===== src/rtl/gba_timer_bank.sv =====
`default_nettype none
// +--------------------------------------------------------------------------+
// | Module      : gba_timer_bank                                             |
// | Description : Bank of NUM_TIMERS GBA-style up-counters. The bank shares  |
// |               one free-running prescaler. Each timer has a reload        |
// |               register and a control register. A timer can be chained    |
// |               to the one below it (count-up cascade), and each timer     |
// |               raises an overflow interrupt.                              |
// | Ports       : internal_clock/reset - clock, async active-high reset      |
// |               wr_en/wr_idx/wr_ctrl/wr_data - register write port         |
// |                 (wr_ctrl=1 control register, 0 reload register)          |
// |               irq_ack   - per-timer acknowledge (latched-IRQ build only) |
// |               count_out - live counters, timer n at [n*WIDTH +: WIDTH]   |
// |               overflow  - 1-cycle wrap pulse per timer                   |
// |               irq       - interrupt request per timer                    |
// | Options     : define TIMER_IRQ_LATCH_EN for sticky, acknowledged IRQs;   |
// |               otherwise irq is the combinational overflow & irq_en pulse |
// | Revision    : 1.0 - initial release                                      |
// +--------------------------------------------------------------------------+
module gba_timer_bank #(
  parameter int NUM_TIMERS    = 4,
  parameter int WIDTH         = 16,
  parameter int PRESCALE_BITS = 10,
  localparam int IDX_W        = (NUM_TIMERS > 1) ? $clog2(NUM_TIMERS) : 1
) (
  input  logic                        internal_clock,
  input  logic                        reset,
  input  logic                        wr_en,
  input  logic [IDX_W-1:0]            wr_idx,
  input  logic                        wr_ctrl,
  input  logic [WIDTH-1:0]            wr_data,
  input  logic [NUM_TIMERS-1:0]       irq_ack,
  output logic [NUM_TIMERS*WIDTH-1:0] count_out,
  output logic [NUM_TIMERS-1:0]       overflow,
  output logic [NUM_TIMERS-1:0]       irq
);

  // The /1024 tap reads pre_q[9:0], so PRESCALE_BITS must be at least 10.
  logic [PRESCALE_BITS-1:0] pre_q, pre_d;
  logic [WIDTH-1:0]         cnt_q    [NUM_TIMERS];
  logic [WIDTH-1:0]         cnt_d    [NUM_TIMERS];
  logic [WIDTH-1:0]         reload_q [NUM_TIMERS];
  logic [WIDTH-1:0]         reload_d [NUM_TIMERS];
  logic [1:0]               presc_q  [NUM_TIMERS];
  logic [1:0]               presc_d  [NUM_TIMERS];
  logic [NUM_TIMERS-1:0]    cup_q, cup_d;
  logic [NUM_TIMERS-1:0]    irqen_q, irqen_d;
  logic [NUM_TIMERS-1:0]    en_q, en_d;
  logic [NUM_TIMERS-1:0]    irq_pulse;

  logic tick_64, tick_256, tick_1024;
  assign tick_64   = &pre_q[5:0];
  assign tick_256  = &pre_q[7:0];
  assign tick_1024 = &pre_q[9:0];

  always_comb begin : c_next
    logic carry;     // overflow of the timer below, for cascade ripple
    logic sel_tick;
    logic inc;
    logic ctrl_wr;
    logic rel_wr;
    logic stopping;
    logic starting;
    logic wrap;

    pre_d     = pre_q + PRESCALE_BITS'(1);
    cnt_d     = cnt_q;
    reload_d  = reload_q;
    presc_d   = presc_q;
    cup_d     = cup_q;
    irqen_d   = irqen_q;
    en_d      = en_q;
    overflow  = '0;
    irq_pulse = '0;
    carry     = 1'b0;

    // Timers are evaluated in ascending order so a wrap chain can ripple
    // through the whole bank in a single cycle.
    for (int n = 0; n < NUM_TIMERS; n++) begin
      case (presc_q[n])
        2'b00:   sel_tick = 1'b1;
        2'b01:   sel_tick = tick_64;
        2'b10:   sel_tick = tick_256;
        default: sel_tick = tick_1024;
      endcase

      inc      = (cup_q[n] && n > 0) ? carry : sel_tick;
      ctrl_wr  = wr_en & wr_ctrl & (wr_idx == IDX_W'(n));
      rel_wr   = wr_en & ~wr_ctrl & (wr_idx == IDX_W'(n));
      stopping = ctrl_wr & ~wr_data[7];
      starting = ctrl_wr & wr_data[7] & ~en_q[n];
      wrap     = 1'b0;

      if (ctrl_wr) begin
        presc_d[n] = wr_data[1:0];
        cup_d[n]   = wr_data[2];
        irqen_d[n] = wr_data[6];
        en_d[n]    = wr_data[7];
      end

      // A wrap in the same cycle still reads reload_q, i.e. the old value.
      if (rel_wr) begin
        reload_d[n] = wr_data;
      end

      if (starting) begin
        cnt_d[n] = reload_q[n];
      end else if (en_q[n] && !stopping && inc) begin
        if (&cnt_q[n]) begin
          cnt_d[n] = reload_q[n];
          wrap     = 1'b1;
        end else begin
          cnt_d[n] = cnt_q[n] + WIDTH'(1);
        end
      end

      overflow[n]  = wrap;
      irq_pulse[n] = wrap & irqen_q[n];
      carry        = wrap;
    end
  end

  always_ff @(posedge internal_clock or posedge reset) begin
    if (reset) begin
      pre_q   <= '0;
      cup_q   <= '0;
      irqen_q <= '0;
      en_q    <= '0;
      for (int n = 0; n < NUM_TIMERS; n++) begin
        cnt_q[n]    <= '0;
        reload_q[n] <= '0;
        presc_q[n]  <= '0;
      end
    end else begin
      pre_q    <= pre_d;
      cnt_q    <= cnt_d;
      reload_q <= reload_d;
      presc_q  <= presc_d;
      cup_q    <= cup_d;
      irqen_q  <= irqen_d;
      en_q     <= en_d;
    end
  end

  for (genvar n = 0; n < NUM_TIMERS; n++) begin : g_count_out
    assign count_out[n*WIDTH +: WIDTH] = cnt_q[n];
  end

`ifdef TIMER_IRQ_LATCH_EN
  logic [NUM_TIMERS-1:0] irq_q, irq_d;

  // A new overflow takes priority over an acknowledge in the same cycle.
  always_comb begin
    irq_d = irq_pulse | (irq_q & ~irq_ack);
  end

  always_ff @(posedge internal_clock or posedge reset) begin
    if (reset) begin
      irq_q <= '0;
    end else begin
      irq_q <= irq_d;
    end
  end

  assign irq = irq_q;
`else
  logic unused_irq_ack;
  assign unused_irq_ack = ^irq_ack;
  assign irq            = irq_pulse;
`endif

endmodule
`default_nettype wire


===== config.mk =====
export PLATFORM = sky130hd
export DESIGN_NAME = gba_timer_bank
export DESIGN_NICKNAME = d
export VERILOG_FILES = /design/src/rtl/gba_timer_bank.sv
export SDC_FILE = /design/constraint.sdc
export NUM_CORES = 1
export LEC_CHECK = 0
export CAP_MARGIN = 5
export CORE_ASPECT_RATIO = 0.9
export CORE_MARGIN = 1
export CORE_UTILIZATION = 60
export CTS_BUF_LIST = sky130_fd_sc_hd__clkbuf_4 sky130_fd_sc_hd__clkbuf_8
export DETAILED_ROUTE_END_ITERATION = 8
export MAX_ROUTING_LAYER = met4
export PLACE_DENSITY = 0.85
export SYNTH_ARGS = -nofsm -noshare
export SYNTH_HDL_FRONTEND = slang
export SYNTH_SLANG_ARGS = --single-unit

===== constraint.sdc =====
create_clock -name internal_clock -period 9.1 [get_ports internal_clock]
set_input_delay 2.73 -clock internal_clock [delete_from_list [all_inputs] [get_ports internal_clock]]
set_output_delay 2.73 -clock internal_clock [all_outputs]
set_load 0.005 [all_outputs]

Word-level counts from Yosys, hierarchy flattened
Index checks and enable logic that the tools add are counted.

Word-level logic and storage cells: 131. Output and inout bits: 72. Input port bits: 26. Register bits after elaboration: 157.

Muxes and demuxes: 31. Bitwise logic cells: 32. Add/sub/neg operators: 5. Equal/unequal tests: 11. Reductions and logical operators: 28.

Operators by type and width (number): $mux W16 (12); $add A16 B1 Y16 const B (4); $reduce_and A16 Y1 (4); $and A1 B1 Y1 (26); $mux W1 (15); $eq A2 B2 Y1 const B (6); $pmux W1 S3 (4); $add A10 B1 Y10 const B (1); $eq A2 B1 Y1 const B (5); $logic_not A2 Y1 (5); $reduce_and A10 Y1 (1); $logic_and A1 B1 Y1 (8); $reduce_and A8 Y1 (1); $reduce_bool A2 Y1 (4); $not A1 Y1 (6); $reduce_and A6 Y1 (1); $logic_not A1 Y1 (4).

Depth between registers and ports, before layout
Gate-level depths: netlist of run 1.

Word-level depth: 21. Mapped depth: 11. Depth with buffers taken out: 8.

Worst setup path after synthesis of run 1
No wires, ideal clock.

Kind: input port to output port. From: in wr_idx[0]. To: out overflow[3]. Cell stages on the path: 10. Data required time: 6.370 ns. Buffers on the path: 3. Setup slack: 1.386 ns. Arrival: 4.984 ns. Path through: clkbuf_1 nand4b_1 o2111ai_1 or4_4 or4_4 buf_6 a21boi_4 or2_2 and2_1 buf_4.

Cells in the longest elaborated chain, start to end: 20. Elaborated cells between the ends (all ways): 43. Classes of those cells: eq/ne: 3; mux: 11; bitwise: 16; reduce/logical: 13.

Ends and longest elaborated chain: start: declaration (line 29) `input logic [IDX_W-1:0] wr_idx,`; $logic_not A2 Y1 (line 88) `ctrl_wr = wr_en & wr_ctrl & (wr_idx == IDX_W'(n));`; $and A1 B1 Y1 (line 88); $and A1 B1 Y1 (line 90) `stopping = ctrl_wr & ~wr_data[7];`; $logic_not A1 Y1 (line 108) `end else if (en_q[n] && !stopping && inc) begin`; $logic_and A1 B1 Y1 (2 in a row) (line 108); $mux W1 (line 108); $mux W1 (line 106) `if (starting) begin`; $mux W1 (line 87) `inc = (cup_q[n] && n > 0) ? carry : sel_tick;`; (+3 left out); $mux W1 (line 87); $logic_and A1 B1 Y1 (line 108); $mux W1 (line 108); $mux W1 (line 106); $mux W1 (line 87); $logic_and A1 B1 Y1 (line 108); $mux W1 (line 108); $mux W1 * (line 106); end: declaration (line 34) `output logic [NUM_TIMERS-1:0] overflow,`.

Mark *: on every way between the ends. The rest lies on a longest branch, timed or not.

Worst setup path in the final report of run 1
From: in wr_idx[1]. To: out irq[3].

Cells in the longest elaborated chain, start to end: 21. Elaborated cells between the ends (all ways): 44. Classes of those cells: eq/ne: 3; mux: 11; bitwise: 17; reduce/logical: 13.

Ends and longest elaborated chain: $logic_not A2 Y1 (line 88); $and A1 B1 Y1 (line 88); $and A1 B1 Y1 (line 90); $logic_not A1 Y1 (line 108); $logic_and A1 B1 Y1 (2 in a row) (line 108); $mux W1 (line 108); $mux W1 (line 106); $mux W1 (line 87); (+4 left out); $logic_and A1 B1 Y1 (line 108); $mux W1 (line 108); $mux W1 (line 106); $mux W1 (line 87); $logic_and A1 B1 Y1 (line 108); $mux W1 (line 108); $mux W1 * (line 106); $and A1 B1 Y1 * (line 118) `irq_pulse[n] = wrap & irqen_q[n];`; end: declaration (line 35) `output logic [NUM_TIMERS-1:0] irq`.

Marked as above.

==> results of run 1 <==
## cell families (layout without fill, tap and decap cells)
group / after synthesis / count (layout) / share of synthesized area [%]
AND/OR/NAND/NOR: 247 / 247 / 16.6
multiplexers: 86 / 86 / 12.1
buffers and inverters: 63 / 158 / 3.32
flip-flops: 157 / 157 / 49.4
other: 0 / 1 / 0
adder cells (fa/ha/maj): 5 / 5 / 0.787
AO/OA/AOI/OAI: 210 / 210 / 16.4
XOR/XNOR: 12 / 12 / 1.32
## final cells by class
type,instances,share of cell area (%)
tap,164,2.19
inverter,21,0.894
clock inverter,10,0.974
antenna,1,0.0267
timing repair buffer,105,10.9
multi-input combinational,560,40.1
clock buffer,22,3.03
sequential,157,41.9
## path summary, 6_finish.rpt
check                                          from                         to  cells after the start  slack [ns]
max in group asynchronous                     reset  count_out[56]$_DFFE_PP0P_                      3        4.87
hold reg to reg                  pre_q[7]$_DFF_PP0_         pre_q[7]$_DFF_PP0_                      1        0.48
setup / recovery                          wr_idx[1]                     irq[3]                      9        0.52
min in group asynchronous                     reset   reload_q[50]$_DFFE_PP0P_                      2        2.73
setup reg to reg           count_out[0]$_DFFE_PP0P_  count_out[55]$_DFFE_PP0P_                      9        5.68
hold / removal                   pre_q[7]$_DFF_PP0_         pre_q[7]$_DFF_PP0_                      1        0.48
## placed cells by master (no fill, tap or decap), types with 7 or more instances in the layout
cell type and count:
dfrtp_1 157, clkdlybuf4s50_1 93, mux2_2 81, a21oi_1 66, nand2_1 60, o21ai_0 49, nand3_1 44, nor2_1 34
o22ai_1 22, inv_1 20, clkbuf_8 19, and3_1 16, nand4_1 15, and2_1 14, buf_4 12, a31oi_1 10
a22oi_1 9, or2_2 8, a211oi_1 8, nor4_1 8, nand2b_1 7, nor3_1 7, xor2_1 7
## worst max-delay path, cell delays in order
cell and delay (ns):
clkdlybuf4s50_1 0.63, nand4b_1 0.19, o2111ai_1 0.14, or4_4 0.57, or4_4 0.60, a21boi_4 0.19, or2_2 0.15, and3_1 0.16
clkdlybuf4s50_1 0.49
## state kept, by name, indices dropped and copies added, names as in the netlist
signal and flops:
irqen_q 4, count_out 64, cup_q 3, reload_q 64, presc_q 8, en_q 4
pre_q 10
## power breakdown
part / total (uW) / switching (uW) / internal (uW)
sequential: 1070 / 200 / 872
clock: 501 / 263 / 238
combinational: 629 / 275 / 354
total: 2200 / 738 / 1460
## metrics by stage
stage	std cells	util (%)
5_1_grt	1039	73.3
4_1_cts	1039	73.3
3_3_place_gp	1007	70.4
2_1_floorplan	780	-
6_report	1040	73.3
3_5_place_dp	1007	70.4
## metal layers
layer  global-route usage [%]  vias up  wire length, um
met1                     44.3     3360             9050
met4                     13.3        0              633
li1                         -     3052                -
met5                        -        -                0
met3                     5.97       57             1240
met2                     52.3      291            10300
==> results.cfg, run 1 <==
[synthesis]
synthTopCellsByArea = dfrtp_1 49%, mux2_2 11%, a21oi_1 4.2%
ys_ff_latch = 157
synth_ff_type = dfrtp_1
ys_top_cells_by_count = 157 x dfrtp_1, 81 x mux2_2, 66 x a21oi_1
synth_edf_count = 0
synth_cell_type_count = 71
yosysSeqAreaShare_pct = 49.4
async_reset_ff_share_pct = 100
synth_top_area_share_pct = 49.4
yosysMostFrequentCell = dfrtp_1
syn_nets = 811
ys_warn_count = 0
syn-instance-count = 780
synth_top_area_cell = dfrtp_1
syn_area_mm2 = 0.00795
syn_area_per_cell_um2 = 10.2

[setup_path]
crit_fanout = 9
worstSetupPathType = in2out
cp-start-kind = input pin
cp-end-kind = output port
crit_arrival_ns = 5.85
worstPathRequired_ns = 6.37

[routing]
drc_errors = 0
ant_nets = 0
vias = 6760
wl_per_cell_um = 20.4
drt-pass1-iter-count = 5
drt-total-wl_um = 21200
vias_per_cell = 6.50
drtIter0Drc = 785

[placement]
placed_area_mm2 = 0.00900
dp_slack_ns = 0.546
place.gp.congestion = 0.926
hpwl_um = 14500
io_buffers = 93

[clock_tree]
clkLatencyLatePin_ns = 0.48
cts_tree = done
cts_setup_buffers = 0
clk_pin_slew_ns = 0.07
clock_sinks = 157
cts_buffers = 17
h-tree-depth = 4
cts_hold_buf = 0
cts_resized = 0
clockBufferDepth = 2
cts_root_buffer = clkbuf_8

[die]
dieArea_mm2 = 0.0137
ioPinCount = 98
die-height_um = 111
initial_core_util_pct = 62.1
rows = 39
die_x_um = 123
coreArea_mm2 = 0.0128

[run]
maxCapViolCount = 0

[grt]
grt_usage_pct = 33.8
gr-total-overflow = 0
grt_max_degree = 85
antenna_found_initial = 0
grt_pass1_vias = 6588
grt_pass1_wl_um = 34100

[timing]
skew_ns = 0.00958
slew_headroom_pct = 30.3
rsz0062_at_grt = false
fin_tns_setup_ns = 0
period_share_pct = 94.3
hold_viol = 0
setup_ws_ns = 0.523
setup_viol = 0
fin_crit_ns = 8.58
slew_violations = 0
worstMarginPinSlew_ns = 1.05
holdWs_ns = 0.483
fmax_mhz = 117

[worst_hold_path]
min_path_type = reg2reg

[final_layout]
finish.net_count = 893
finish.instance_area_mm2 = 0.00937
fillers = 940
multi_input_area_mm2 = 0.00376
regArea_mm2 = 0.00393
syn_to_final_growth_pct = 18.0
layout-drive-gt1-share_pct = 16.9

[power]
leakagePower_uw = 0.00395
irDropWorstVdd_mv = 0.170
powerDensity_mw_per_mm2 = 235
power.total_uw = 2200

[status]
status = finished clean
No activity file was read; power rests on OpenSTA's default activity.
==> run 2: changes to the inputs <==
CTS_CLUSTER_SIZE = 14   (was not set)
==> results of run 2 <==
No change in the layout: final DEF, timing and power equal those of run 1.
==> run 3: changes to the inputs <==
==> constraint.sdc (replaced) <==
create_clock -name internal_clock -period 9.1 [get_ports internal_clock]
set_input_delay 0.91 -clock internal_clock [delete_from_list [all_inputs] [get_ports internal_clock]]
set_output_delay 0.91 -clock internal_clock [all_outputs]
set_load 0.005 [all_outputs]
==> run 3 against run 2 <==
Non-clock buffer count down 4. Cell count down 0.67%. Count of clock-buffer cells in the layout up 1. Routed wire length down 2.1%. Global-route usage down 1.0 points. Combinational power down 2%. Worst setup slack better by 3.1 ns. Die area unchanged. Clock skew up 0.0029 ns. Sequential share of layout area up 0.073 points. Sequential cell count unchanged. Sequential power about the same.
==> results.cfg, run 3 (synthesis gave the netlist of run 1 again) <==
[status]
status = finished clean

[timing]
slew_violations = 0
hold_viol = 0
worstMarginPinSlew_ns = 1.08
fin_tns_setup_ns = 0
period_share_pct = 60.2
holdWs_ns = 0.478
setup_ws_ns = 3.62
setup_viol = 0
skew_ns = 0.0125
fmax_mhz = 182
rsz0062_at_grt = false
slew_headroom_pct = 27.7
fin_crit_ns = 5.48

[grt]
met2_usage_pct = 49.1
grt_usage_pct = 32.8
grt_pass1_vias = 6457
grt_max_degree = 87
top_usage_layer = met2
met1_usage_pct = 44.0
antenna_found_initial = 0
grt_pass1_wl_um = 33400
gr-usage-met3_pct = 6.22
gr-total-overflow = 0

[placement]
hpwl_um = 13900
dp_slack_ns = 3.66
place.gp.congestion = 0.913
placed_area_mm2 = 0.00897
io_buffers = 93
place_inst = 1003

[final_layout]
fillers = 918
syn_to_final_growth_pct = 17.8
layout_common_cells = 157 x dfrtp_1, 93 x clkdlybuf4s50_1, 81 x mux2_2
layout-drive-gt1-share_pct = 16.3
final_cells = 1033
layout_commonest_cell = dfrtp_1
finish.instance_area_mm2 = 0.00936
num_antenna_cells = 0
finish.net_count = 889

[setup_path]
path_cells = clkdlybuf4s50_1, nand4b_1, o2111ai_1, or4_4, or4_4, a21boi_4, or2_2, and3_1, clkdlybuf4s50_1
cpPeakStageDelay_ns = 0.61
slowest_stage = clkdlybuf4s50_1
worstSetupPathType = in2out
crit_arrival_ns = 4.57
cp.buffers_inverters = 2
cp-end-kind = output port
cp-start-kind = input pin
crit_family = simple AND/OR/NAND/NOR gates
worstPathRequired_ns = 8.19
crit_fanout = 17

[clock_tree]
cts_setup_buffers = 0
cts_root_buffer = clkbuf_8
clkLatencyLatePin_ns = 0.46
h-tree-depth = 4
cts_buffers = 17
cts_hold_buf = 0
cts_tree = done
clk_pin_slew_ns = 0.07
clockBufferDepth = 2
clock_sinks = 157
cts_resized = 0

[routing]
ant_nets = 0
drt-pass1-iter-count = 5
drtIter0Drc = 787
drc_errors = 0
drt-total-wl_um = 20800
vias = 6760
wl_per_cell_um = 20.1
vias_per_cell = 6.54

[power]
leakagePower_uw = 0.00395
irDropWorstVdd_mv = 0.164
powerDensity_mw_per_mm2 = 236

[die]
initial_core_util_pct = 62.1
rows = 39
ioPinCount = 98
die-height_um = 111
coreArea_mm2 = 0.0128
dieArea_mm2 = 0.0137
die_x_um = 123

[worst_hold_path]
min_path_type = reg2reg

[run]
maxCapViolCount = 0
[run 3: per-layer routing]
layer / share of wire (%) / up-vias
met4: 3.3 / 0
met5: 0 / -
met3: 6.2 / 62
li1: - / 3050
met2: 48 / 290
met1: 43 / 3358
[run 3: final timing paths]
kind | startpoint | endpoint | slack [ns] | cells past startpoint
max in group asynchronous | reset | count_out[37]$_DFFE_PP0P_ | 6.64 | 3
hold reg to reg | pre_q[7]$_DFF_PP0_ | pre_q[7]$_DFF_PP0_ | 0.48 | 1
setup reg to reg | count_out[1]$_DFFE_PP0P_ | count_out[52]$_DFFE_PP0P_ | 5.63 | 8
hold / removal | pre_q[7]$_DFF_PP0_ | pre_q[7]$_DFF_PP0_ | 0.48 | 1
min in group asynchronous | reset | reload_q[53]$_DFFE_PP0P_ | 0.93 | 2
setup / recovery | wr_idx[1] | irq[3] | 3.62 | 9
[run 3: report_power, final]
group	total (uW)	internal [uW]	switching, uW
sequential	1070	873	199
combinational	618	353	265
clock	523	274	249
[run 3: through the flow]
step	util (%)	power (uW)
after floorplan	-	1370
after global placement	70.1	1660
after detailed placement	70.1	1690
after CTS	73.2	2210
after global routing	73.2	2340
final	73.2	2210
[run 3: final cells by class]
type	count	area [um2]	area share [%]
clock buffer	23	304	3.25
sequential	157	3930	42.0
inverter	21	83.8	0.896
clock inverter	7	87.6	0.936
tap	164	205	2.19
multi-input combinational	560	3760	40.2
timing repair buffer	101	991	10.6
[run 3: worst reg2reg max path, delay by kind of cell (launching register included)]
| family | cells | cell delay [ns] |
|---|---|---|
| DFF | 1 | 0.45 |
| AOI/OAI and AO/OA | 3 | 0.94 |
| and+or+nand+nor | 4 | 1.72 |
| adders and majority gates | 1 | 0.23 |
